===== src/rtl/frontend_fetch_pkg.sv =====
// Shared types and defaults for the instruction-fetch front end (package cpu_params).
package cpu_params;

    localparam int unsigned DEFAULT_FETCH_WIDTH = 4;
    localparam logic [31:0] DEFAULT_RESET_PC    = 32'h1eceb000;

    // Fetch sequencer states.
    typedef enum logic [1:0] {
        REQ     = 2'd0,
        WAIT    = 2'd1,
        DISCARD = 2'd2,
        HOLD    = 2'd3
    } fetch_state_t;

    // One fetch block as presented to the fetch FIFO (default width).
    typedef struct packed {
        logic [31:0]                         pc;
        logic [DEFAULT_FETCH_WIDTH*32-1:0]   inst;
        logic [DEFAULT_FETCH_WIDTH-1:0]      mask;
        logic [DEFAULT_FETCH_WIDTH-1:0]      predict_taken;
        logic [DEFAULT_FETCH_WIDTH*32-1:0]   predict_target;
    } fetch_packet_t;

    // BTB entry; the tag is the full branch PC so any index width works.
    typedef struct packed {
        logic        valid;
        logic [31:0] tag;
        logic [31:0] target;
    } btb_entry_t;

endpackage


===== src/rtl/frontend_fetch_btb.sv =====
// Direct-mapped branch target buffer: FETCH_WIDTH combinational read ports, one write port.
module fetch_btb
    import cpu_params::*;
#(
    parameter int unsigned FETCH_WIDTH = DEFAULT_FETCH_WIDTH,
    parameter int unsigned BTB_ENTRIES = 16
) (
    input  logic                     clk,
    input  logic                     rst,
    input  logic [FETCH_WIDTH*32-1:0] rd_pc,
    output logic [FETCH_WIDTH-1:0]    rd_hit,
    output logic [FETCH_WIDTH*32-1:0] rd_target,
    input  logic                     wr_en,
    input  logic [31:0]              wr_pc,
    input  logic [31:0]              wr_target
);

    localparam int unsigned IDX_W = $clog2(BTB_ENTRIES);

    btb_entry_t       entries_q [BTB_ENTRIES];
    logic [IDX_W-1:0] wr_idx;

    assign wr_idx = wr_pc[2 +: IDX_W];

    // Entry storage: cleared by reset, written by resolved taken branches.
    always_ff @(posedge clk or posedge rst) begin
        if (rst) begin
            for (int unsigned i = 0; i < BTB_ENTRIES; i++) begin
                entries_q[i] <= '0;
            end
        end else if (wr_en) begin
            entries_q[wr_idx] <= '{valid: 1'b1, tag: wr_pc, target: wr_target};
        end
    end

    // Per-lane lookup; a write this cycle is seen by reads from the next cycle.
    always_comb begin : rd_lookup
        btb_entry_t ent;
        rd_hit    = '0;
        rd_target = '0;
        for (int unsigned i = 0; i < FETCH_WIDTH; i++) begin
            ent = entries_q[rd_pc[i*32+2 +: IDX_W]];
            rd_hit[i]            = ent.valid && (ent.tag == rd_pc[i*32 +: 32]);
            rd_target[i*32 +: 32] = ent.target;
        end
    end

endmodule


===== src/rtl/frontend_fetch.sv =====
// Instruction-fetch unit: block-aligned I-cache requests, one outstanding,
// stale-response discard after flush, per-lane packet masks.
// Optional BTB prediction is compiled in with `define FRONTEND_BTB_EN.
module frontend_fetch
    import cpu_params::*;
#(
    parameter int unsigned FETCH_WIDTH = DEFAULT_FETCH_WIDTH,
    parameter logic [31:0] RESET_PC    = DEFAULT_RESET_PC,
    parameter int unsigned BTB_ENTRIES = 16
) (
    input  logic                      clk,
    input  logic                      rst,
    input  logic                      backend_flush,
    input  logic [31:0]               backend_redirect_pc,
    input  logic                      bru_update_valid,
    input  logic [31:0]               bru_update_pc,
    input  logic [31:0]               bru_update_target,
    output logic                      icache_req_valid,
    input  logic                      icache_req_ready,
    output logic [31:0]               icache_req_addr,
    input  logic                      icache_resp_valid,
    input  logic [FETCH_WIDTH*32-1:0] icache_resp_data,
    output logic                      fifo_valid,
    input  logic                      fifo_ready,
    output logic [31:0]               fifo_pc,
    output logic [FETCH_WIDTH*32-1:0] fifo_inst,
    output logic [FETCH_WIDTH-1:0]    fifo_mask,
    output logic [FETCH_WIDTH-1:0]    fifo_predict_taken,
    output logic [FETCH_WIDTH*32-1:0] fifo_predict_target
);

    localparam int unsigned BLK_BYTES = FETCH_WIDTH * 4;
    localparam logic [31:0] BLK_MASK  = 32'(BLK_BYTES - 1);

    fetch_state_t              state, state_nxt;
    logic [31:0]               fetch_pc, fetch_pc_nxt;
    logic [FETCH_WIDTH*32-1:0] pkt_inst;
    logic                      pkt_load;

    logic [31:0]               blk_base;
    logic [31:0]               lane_off;
    logic [FETCH_WIDTH-1:0]    lane_hit;
    logic [FETCH_WIDTH*32-1:0] lane_tgt;
    logic [FETCH_WIDTH-1:0]    mask;
    logic [FETCH_WIDTH-1:0]    taken;
    logic [FETCH_WIDTH*32-1:0] tgt;
    logic [31:0]               next_pc;

    assign blk_base = fetch_pc & ~BLK_MASK;
    assign lane_off = (fetch_pc & BLK_MASK) >> 2;

`ifdef FRONTEND_BTB_EN
    logic [FETCH_WIDTH*32-1:0] lane_pc;

    // Word address of every lane in the current block.
    always_comb begin
        lane_pc = '0;
        for (int unsigned i = 0; i < FETCH_WIDTH; i++) begin
            lane_pc[i*32 +: 32] = blk_base + 32'(4 * i);
        end
    end

    fetch_btb #(
        .FETCH_WIDTH (FETCH_WIDTH),
        .BTB_ENTRIES (BTB_ENTRIES)
    ) u_btb (
        .clk       (clk),
        .rst       (rst),
        .rd_pc     (lane_pc),
        .rd_hit    (lane_hit),
        .rd_target (lane_tgt),
        .wr_en     (bru_update_valid),
        .wr_pc     (bru_update_pc),
        .wr_target (bru_update_target)
    );
`else
    logic unused_bru;

    assign lane_hit   = '0;
    assign lane_tgt   = '0;
    assign unused_bru = ^{bru_update_valid, bru_update_pc, bru_update_target, 32'(BTB_ENTRIES)};
`endif

    // Lane masks, first predicted-taken lane and the resulting next fetch PC.
    always_comb begin : lane_eval
        logic found;
        found   = 1'b0;
        mask    = '0;
        taken   = '0;
        tgt     = '0;
        next_pc = blk_base + 32'(BLK_BYTES);
        for (int unsigned i = 0; i < FETCH_WIDTH; i++) begin
            if (i >= lane_off && !found) begin
                mask[i] = 1'b1;
                if (lane_hit[i]) begin
                    taken[i] = 1'b1;
                    found    = 1'b1;
                    next_pc  = lane_tgt[i*32 +: 32];
                end
            end
            tgt[i*32 +: 32] = taken[i] ? lane_tgt[i*32 +: 32] : blk_base + 32'(4 * i + 4);
        end
    end

    // Next-state and fetch-PC selection; a flush overrides the PC in every state.
    always_comb begin
        state_nxt    = state;
        fetch_pc_nxt = fetch_pc;
        pkt_load     = 1'b0;
        unique case (state)
            REQ: begin
                if (icache_req_ready) begin
                    state_nxt = backend_flush ? DISCARD : WAIT;
                end
            end
            WAIT: begin
                if (icache_resp_valid) begin
                    state_nxt = backend_flush ? REQ : HOLD;
                    pkt_load  = !backend_flush;
                end else if (backend_flush) begin
                    state_nxt = DISCARD;
                end
            end
            DISCARD: begin
                if (icache_resp_valid) begin
                    state_nxt = REQ;
                end
            end
            HOLD: begin
                if (backend_flush) begin
                    state_nxt = REQ;
                end else if (fifo_ready) begin
                    state_nxt    = REQ;
                    fetch_pc_nxt = next_pc;
                end
            end
            default: state_nxt = REQ;
        endcase
        if (backend_flush) begin
            fetch_pc_nxt = backend_redirect_pc;
        end
    end

    // Sequencer state, fetch PC and held instruction block.
    always_ff @(posedge clk or posedge rst) begin
        if (rst) begin
            state    <= REQ;
            fetch_pc <= RESET_PC;
            pkt_inst <= '0;
        end else begin
            state    <= state_nxt;
            fetch_pc <= fetch_pc_nxt;
            if (pkt_load) begin
                pkt_inst <= icache_resp_data;
            end
        end
    end

    // Outputs are zero outside their valid window, including while in reset.
    always_comb begin
        icache_req_valid    = (state == REQ) && !rst;
        icache_req_addr     = icache_req_valid ? blk_base : '0;
        fifo_valid          = (state == HOLD);
        fifo_pc             = fifo_valid ? blk_base : '0;
        fifo_inst           = fifo_valid ? pkt_inst : '0;
        fifo_mask           = fifo_valid ? mask : '0;
        fifo_predict_taken  = fifo_valid ? taken : '0;
        fifo_predict_target = fifo_valid ? tgt : '0;
    end

endmodule

===== config.mk =====
export PLATFORM = sky130hd
export DESIGN_NAME = frontend_fetch
export DESIGN_NICKNAME = d
export VERILOG_FILES = /design/src/rtl/frontend_fetch_pkg.sv /design/src/rtl/frontend_fetch_btb.sv /design/src/rtl/frontend_fetch.sv
export SDC_FILE = /design/constraint.sdc
export NUM_CORES = 1
export LEC_CHECK = 0
export CELL_PAD_IN_SITES_DETAIL_PLACEMENT = 1
export CELL_PAD_IN_SITES_GLOBAL_PLACEMENT = 1
export CORE_AREA = 5 5 212 214
export CTS_CLUSTER_DIAMETER = 50
export CTS_CLUSTER_SIZE = 10
export DETAILED_ROUTE_END_ITERATION = 8
export DIE_AREA = 0 0 217 219
export GPL_ROUTABILITY_DRIVEN = 0
export GPL_TIMING_DRIVEN = 0
export PLACE_DENSITY_LB_ADDON = 0.1
export SETUP_SLACK_MARGIN = 0.5
export SLEW_MARGIN = 0
export SYNTH_ARGS = -nofsm -noshare
export SYNTH_HDL_FRONTEND = slang
export SYNTH_SLANG_ARGS = --single-unit

===== constraint.sdc =====
create_clock -name clk -period 5.8 [get_ports clk]
set_clock_uncertainty 0.1 [all_clocks]
set_input_delay 1.45 -clock clk [delete_from_list [all_inputs] [get_ports clk]]
set_output_delay 1.45 -clock clk [all_outputs]
set_load 0.1 [all_outputs]

# After elaboration in Yosys (flattened, before gate mapping)
# Index checks and enable logic that the tools add are counted.
dict set report op_classes {
  multipliers 0
  n_div 0
  addsub 4
  n_reduce_logical 8
  bitwise_logic 0
  n_eq_ne 7
  shift 0
  magnitude_cmp 4
  muxes 23
}
# cell count
set ops {}
lappend ops {{$mux W128} 2}
lappend ops {{$mux W32} 5}
lappend ops {{$add A32 B4 Y32 const B} 2}
lappend ops {{$add A32 B3 Y32 const B} 1}
lappend ops {{$add A32 B5 Y32 const B} 1}
lappend ops {{$mux W2} 8}
lappend ops {{$pmux W2 S4} 1}
lappend ops {{$mux W1} 6}
lappend ops {{$eq A2 B2 Y1 const B} 2}
lappend ops {{$ge A1 B2 Y1 const A} 2}
lappend ops {{$ge A2 B2 Y1 const A} 2}
lappend ops {{$mux W4} 1}
lappend ops {{$ne A2 B2 Y1 const B} 2}
lappend ops {{$reduce_and A4 Y1} 1}
lappend ops {{$reduce_bool A2 Y1} 2}
lappend ops {{$ne A3 B2 Y1 const B} 1}
lappend ops {{$ne A3 B3 Y1 const B} 1}
lappend ops {{$eq A2 B1 Y1 const B} 1}
lappend ops {{$logic_not A1 Y1} 2}
lappend ops {{$logic_not A2 Y1} 1}
lappend ops {{$reduce_and A2 Y1} 1}
lappend ops {{$logic_and A1 B1 Y1} 1}
dict set report totals {
  output_inout_bits 330
  ramBits 0
  regBits 162
  wordCells 49
  n_memories 0
  latchBits 0
  inputBits 231
  mem_bits_ro 0
}

# Logic depth before layout (Yosys ltp)
dict set report logic_depth {
  word_depth 4
  ltp_mapped 7
}

# Least setup slack after synthesis
# No wires, ideal clock.
dict set report synth_timing {
  path_kind {input to output}
  startpoint {input port rst}
  endpoint {output port icache_req_addr[22]}
  slack_ns 0.771
  required_time_ns 4.250
  arrival_time_ns 3.479
  path_buffers 1
  stages 3
  cell_sequence {nor3_1 -> clkbuf_1 -> and2_1}
}
dict set report synth_between {
  elab_chain_len 3
}
# item line
set synth_lines {}
lappend synth_lines {{start, declared} frontend_fetch.sv:12} ;# input logic rst,
lappend synth_lines {{$logic_not A1 Y1} frontend_fetch.sv:161} ;# icache_req_valid = (state == REQ) && !rst;
lappend synth_lines {{$logic_and A1 B1 Y1} frontend_fetch.sv:161}
lappend synth_lines {{via icache_req_valid} frontend_fetch.sv:18} ;# output logic icache_req_valid,
lappend synth_lines {{$mux W32} frontend_fetch.sv:162} ;# icache_req_addr = icache_req_valid ? blk_base : '0;
lappend synth_lines {{end, declared} frontend_fetch.sv:20} ;# output logic [31:0] icache_req_addr,
# The timed path passes the listed nets, and every way through them passes these cells.

# Worst setup path after layout
dict set report layout_timing {
  startpoint {input port rst}
  endpoint {output port icache_req_addr[29]}
}
dict set report layout_between {
  elab_chain_len 3
}
# item line
set layout_lines {}
lappend layout_lines {{$logic_not A1 Y1} frontend_fetch.sv:161}
lappend layout_lines {{$logic_and A1 B1 Y1} frontend_fetch.sv:161}
lappend layout_lines {{$mux W32} frontend_fetch.sv:162}
# No other way between the ends.

==> flow_summary.ini <==
[place]
dp_slack_ps = -194
numPortBuffers = 469
post-dp-hpwl_mm = 34.2
place_inst = 1972
placed_area_mm2 = 0.0149

[global_route]
met2_usage_pct = 31.3
gr-usage-met3_pct = 7.88
grt_pass1_vias = 9691
grt_usage_pct = 17.5
grt-ovfl-total = 0
grt_max_degree = 36
antenna_found_initial = 12
grt_util_met1_pct = 19.1
grt_pass1_wl_mm = 62.9
grt.busiest_layer = met2

[critical_path]
cp_max_fo = 10
critPathKind = primary input to primary output
worst-r2r-setup-slack_ps = 3030
end_kind = primary output
cpLargestDelayFamily = buffers and inverters
cpMaxStageDelayCell = dlygate4sd2_1
cp.arrival_ps = 3640
reg2reg_to = fetch_pc[30]
startpoint_type = primary input
path_buf_inv = 3
worstPathRequired_ps = 4250
critical_path.cell_chain = clkdlybuf4s50_1 > nor3_1 > clkbuf_1 > and2_1 > dlygate4sd2_1
slowest_delay_ps = 880
rr_worst_depth = 7
timing.rr.start = fetch_pc[15]

[sta]
fmax_mhz = 193
finalCritPeriodShare_pct = 89.5
slew_headroom_pct = 28.8
period_needed_ps = 5190
drv_slew = 0
setup_viol = 0
hold_viol_final = 0
grt_setup_unrepaired = true
tightestPinTransition_ps = 1070
tns_ps = 0
finalWorstSetupSlack_ps = 608
fin_hold_ws_ps = 399

[final_layout]
fill_cells = 4922
drive_gt1_share_pct = 28.3
final_nets = 1677
instances_no_fill = 2009
design_area_mm2 = 0.0154
syn_to_final_growth_pct = 63.6

[hold_path]
holdCritStartpoint = pkt_inst[118]
hold_class = flip-flop to flip-flop
holdPathStages = 1
whs_endpoint = pkt_inst[118]

[synth]
syn_area_per_cell_um2 = 10.1
synth_seq_cells = 160
synth_compound_area_share_pct = 4.38
ys_types = 42
synth.cell_area_mm2 = 0.00940
ys_seq_area_share_pct = 42.8
synthesis.instances = 930
postSynth.asyncResetShare_pct = 100
ys.flop_type = dfrtp_1
yosys.area_share.simple_pct = 20.9
yosysWarnings = 0
synth_top_family_by_area = simple AND/OR/NAND/NOR gates
synth_fa_ha_area_share_pct = 0.133
synth_xor_xnor_area_share_pct = 1.68
synth-edff-count = 0
synthMuxAreaShare_pct = 16.4

[routing]
first_iter_violations = 239
avgRoutedWirePerCell_um = 21.6
route.detailed.drc = 0
num_vias = 8889
ant_nets = 0
route.final.wire_length_mm = 43.4
drtPass1Iterations = 4
viasPerCell = 4.42

[cts]
root_buffer = clkbuf_16
cts_buffers = 17
path_clk_slew_ps = 60
clkLatencyLatePin_ps = 440
cts_max_level = 4
hold_buffers = 0
clk_path_buf_depth = 2
cts_tree = done
clock_sinks = 160

[status]
status = completed

[floorplanning]
start_util_pct = 22.0
dieArea_mm2 = 0.0475
ios = 561
die_w_um = 217
die_height_um = 219
placementRows = 76
coreArea_mm2 = 0.0427

[power]
cellPowerDensity_mw_per_mm2 = 434
leakage_uw = 0.00775
ir_worst_vdd_uv = 193

[run]
maxCapViolCount = 0
-- cell usage after synthesis (2+ instances only) --
master | n | area share, %
a21oi_1 | 15 | 0.80
a31oi_1 | 13 | 0.87
and2_1 | 27 | 1.8
and3_1 | 157 | 10
and4_1 | 3 | 0.28
buf_1 | 3 | 0.12
buf_2 | 15 | 0.80
buf_4 | 116 | 9.3
buf_6 | 5 | 0.60
clkbuf_1 | 55 | 2.2
dfrtp_1 | 148 | 39
dfstp_2 | 12 | 3.4
dlygate4sd3_1 | 2 | 0.21
inv_1 | 6 | 0.24
mux2_2 | 136 | 16
nand2_1 | 31 | 1.2
nand3_1 | 15 | 0.80
nand3_2 | 2 | 0.21
nand4_1 | 7 | 0.47
nor2_1 | 40 | 1.6
nor3_1 | 15 | 0.80
nor4_1 | 4 | 0.27
o211ai_1 | 4 | 0.32
o21ai_0 | 25 | 1.3
o31ai_1 | 12 | 0.96
or3_1 | 12 | 0.80
or4_1 | 18 | 1.4
or4_4 | 2 | 0.24
xnor2_1 | 14 | 1.3
xor2_1 | 4 | 0.37
-- worst register-to-register path, stage by stage, from the launching register on --
cell and delay, ps:
dfstp_2 510, clkdlybuf4s15_2 320, and4_1 300, nand3_1 300
clkbuf_1 340, clkbuf_1 300, o31ai_1 320, a31oi_1 120
-- registers in the layout, summed over array words and instances, names as in the netlist --
| register | count |
|---|---|
| state | 2 |
| pkt_inst | 128 |
| fetch_pc | 30 |
-- cells in the final DEF (no fill, tap or decap), types with 14 or more instances in the layout --
cell type        Yosys  routed
a21oi_1             15      15
and2_1              27      27
and3_1             157     157
buf_2               15      20
buf_4              116     116
clkbuf_1            55      54
clkbuf_16            0      17
clkbuf_2             0      27
clkdlybuf4s15_1      0      16
clkdlybuf4s15_2      1      56
clkdlybuf4s50_1      0     238
conb_1               1      24
dfrtp_1            148     148
dlygate4sd2_1        0     114
dlymetal6s2s_1       0      17
mux2_2             136     136
nand2_1             31      31
nand3_1             15      15
nor2_1              40      40
nor3_1              15      15
o21ai_0             25      25
or4_1               18      18
xnor2_1             14      14
-- area by class of cell --
| class | count | area (um2) | share of cell area [%] |
|---|---|---|---|
| Timing Repair Buffer | 473 | 4600 | 29.9 |
| Multi-Input combinational cell | 589 | 4180 | 27.2 |
| Sequential cell | 160 | 4020 | 26.1 |
| Buffer | 198 | 1260 | 8.22 |
| Tap cell | 546 | 683 | 4.44 |
| Clock buffer | 21 | 450 | 2.93 |
| Clock inverter | 9 | 134 | 0.871 |
| Inverter | 6 | 26.3 | 0.171 |
| Antenna cell | 7 | 17.5 | 0.114 |
-- repair_timing --
item,4_1_cts,5_1_grt
setup endpoints to repair,274,86
hold endpoints to repair,0,0
pin swaps,0,0
resized for setup,347,83
buffers inserted,0,0
-- kinds of logic (layout without fill, tap and decap cells) --
| group | count (synthesis) | count (layout) |
|---|---|---|
| flops | 160 | 160 |
| other cells | 1 | 31 |
| xor+xnor | 18 | 18 |
| buf+inv | 204 | 707 |
| fa+ha+maj | 1 | 1 |
| simple gates | 339 | 339 |
| mux | 137 | 137 |
| compound gates | 70 | 70 |
-- routing by layer --
layer / up-vias / share of wire [%] / wire length, um
met5: - / 0.18 / 80
met4: 12 / 1.8 / 780
met3: 46 / 9.4 / 4080
met2: 305 / 51 / 22000
met1: 4370 / 38 / 16500
li1: 4156 / - / -
-- metrics by stage --
stage / utilization [%] / power, uW
2_1_floorplan: - / 4610
3_3_place_gp: 34.8 / 5610
3_5_place_dp: 35.0 / 5660
4_1_cts: 36.1 / 6780
5_1_grt: 36.0 / 7000
6_report: 36.0 / 6670
-- how the worst max path moves through the flow --
stage	cells past startpoint	start	end	slack (ps)
floorplan	3	rst	icache_req_addr[22]	770
global placement	6	rst	icache_req_addr[16]	-180
detailed placement	6	rst	icache_req_addr[16]	-190
CTS	6	rst	icache_req_addr[19]	390
global route	6	state[1]	fifo_predict_target[7]	500
finish	5	rst	icache_req_addr[29]	610
-- report_power, final --
part | internal, uW | total [uW] | switching, uW
sequential | 1580 | 1800 | 220
combinational | 983 | 3680 | 2700
clock | 687 | 1190 | 507
total | 3250 | 6670 | 3420
(Power assumes the default switching activity.)
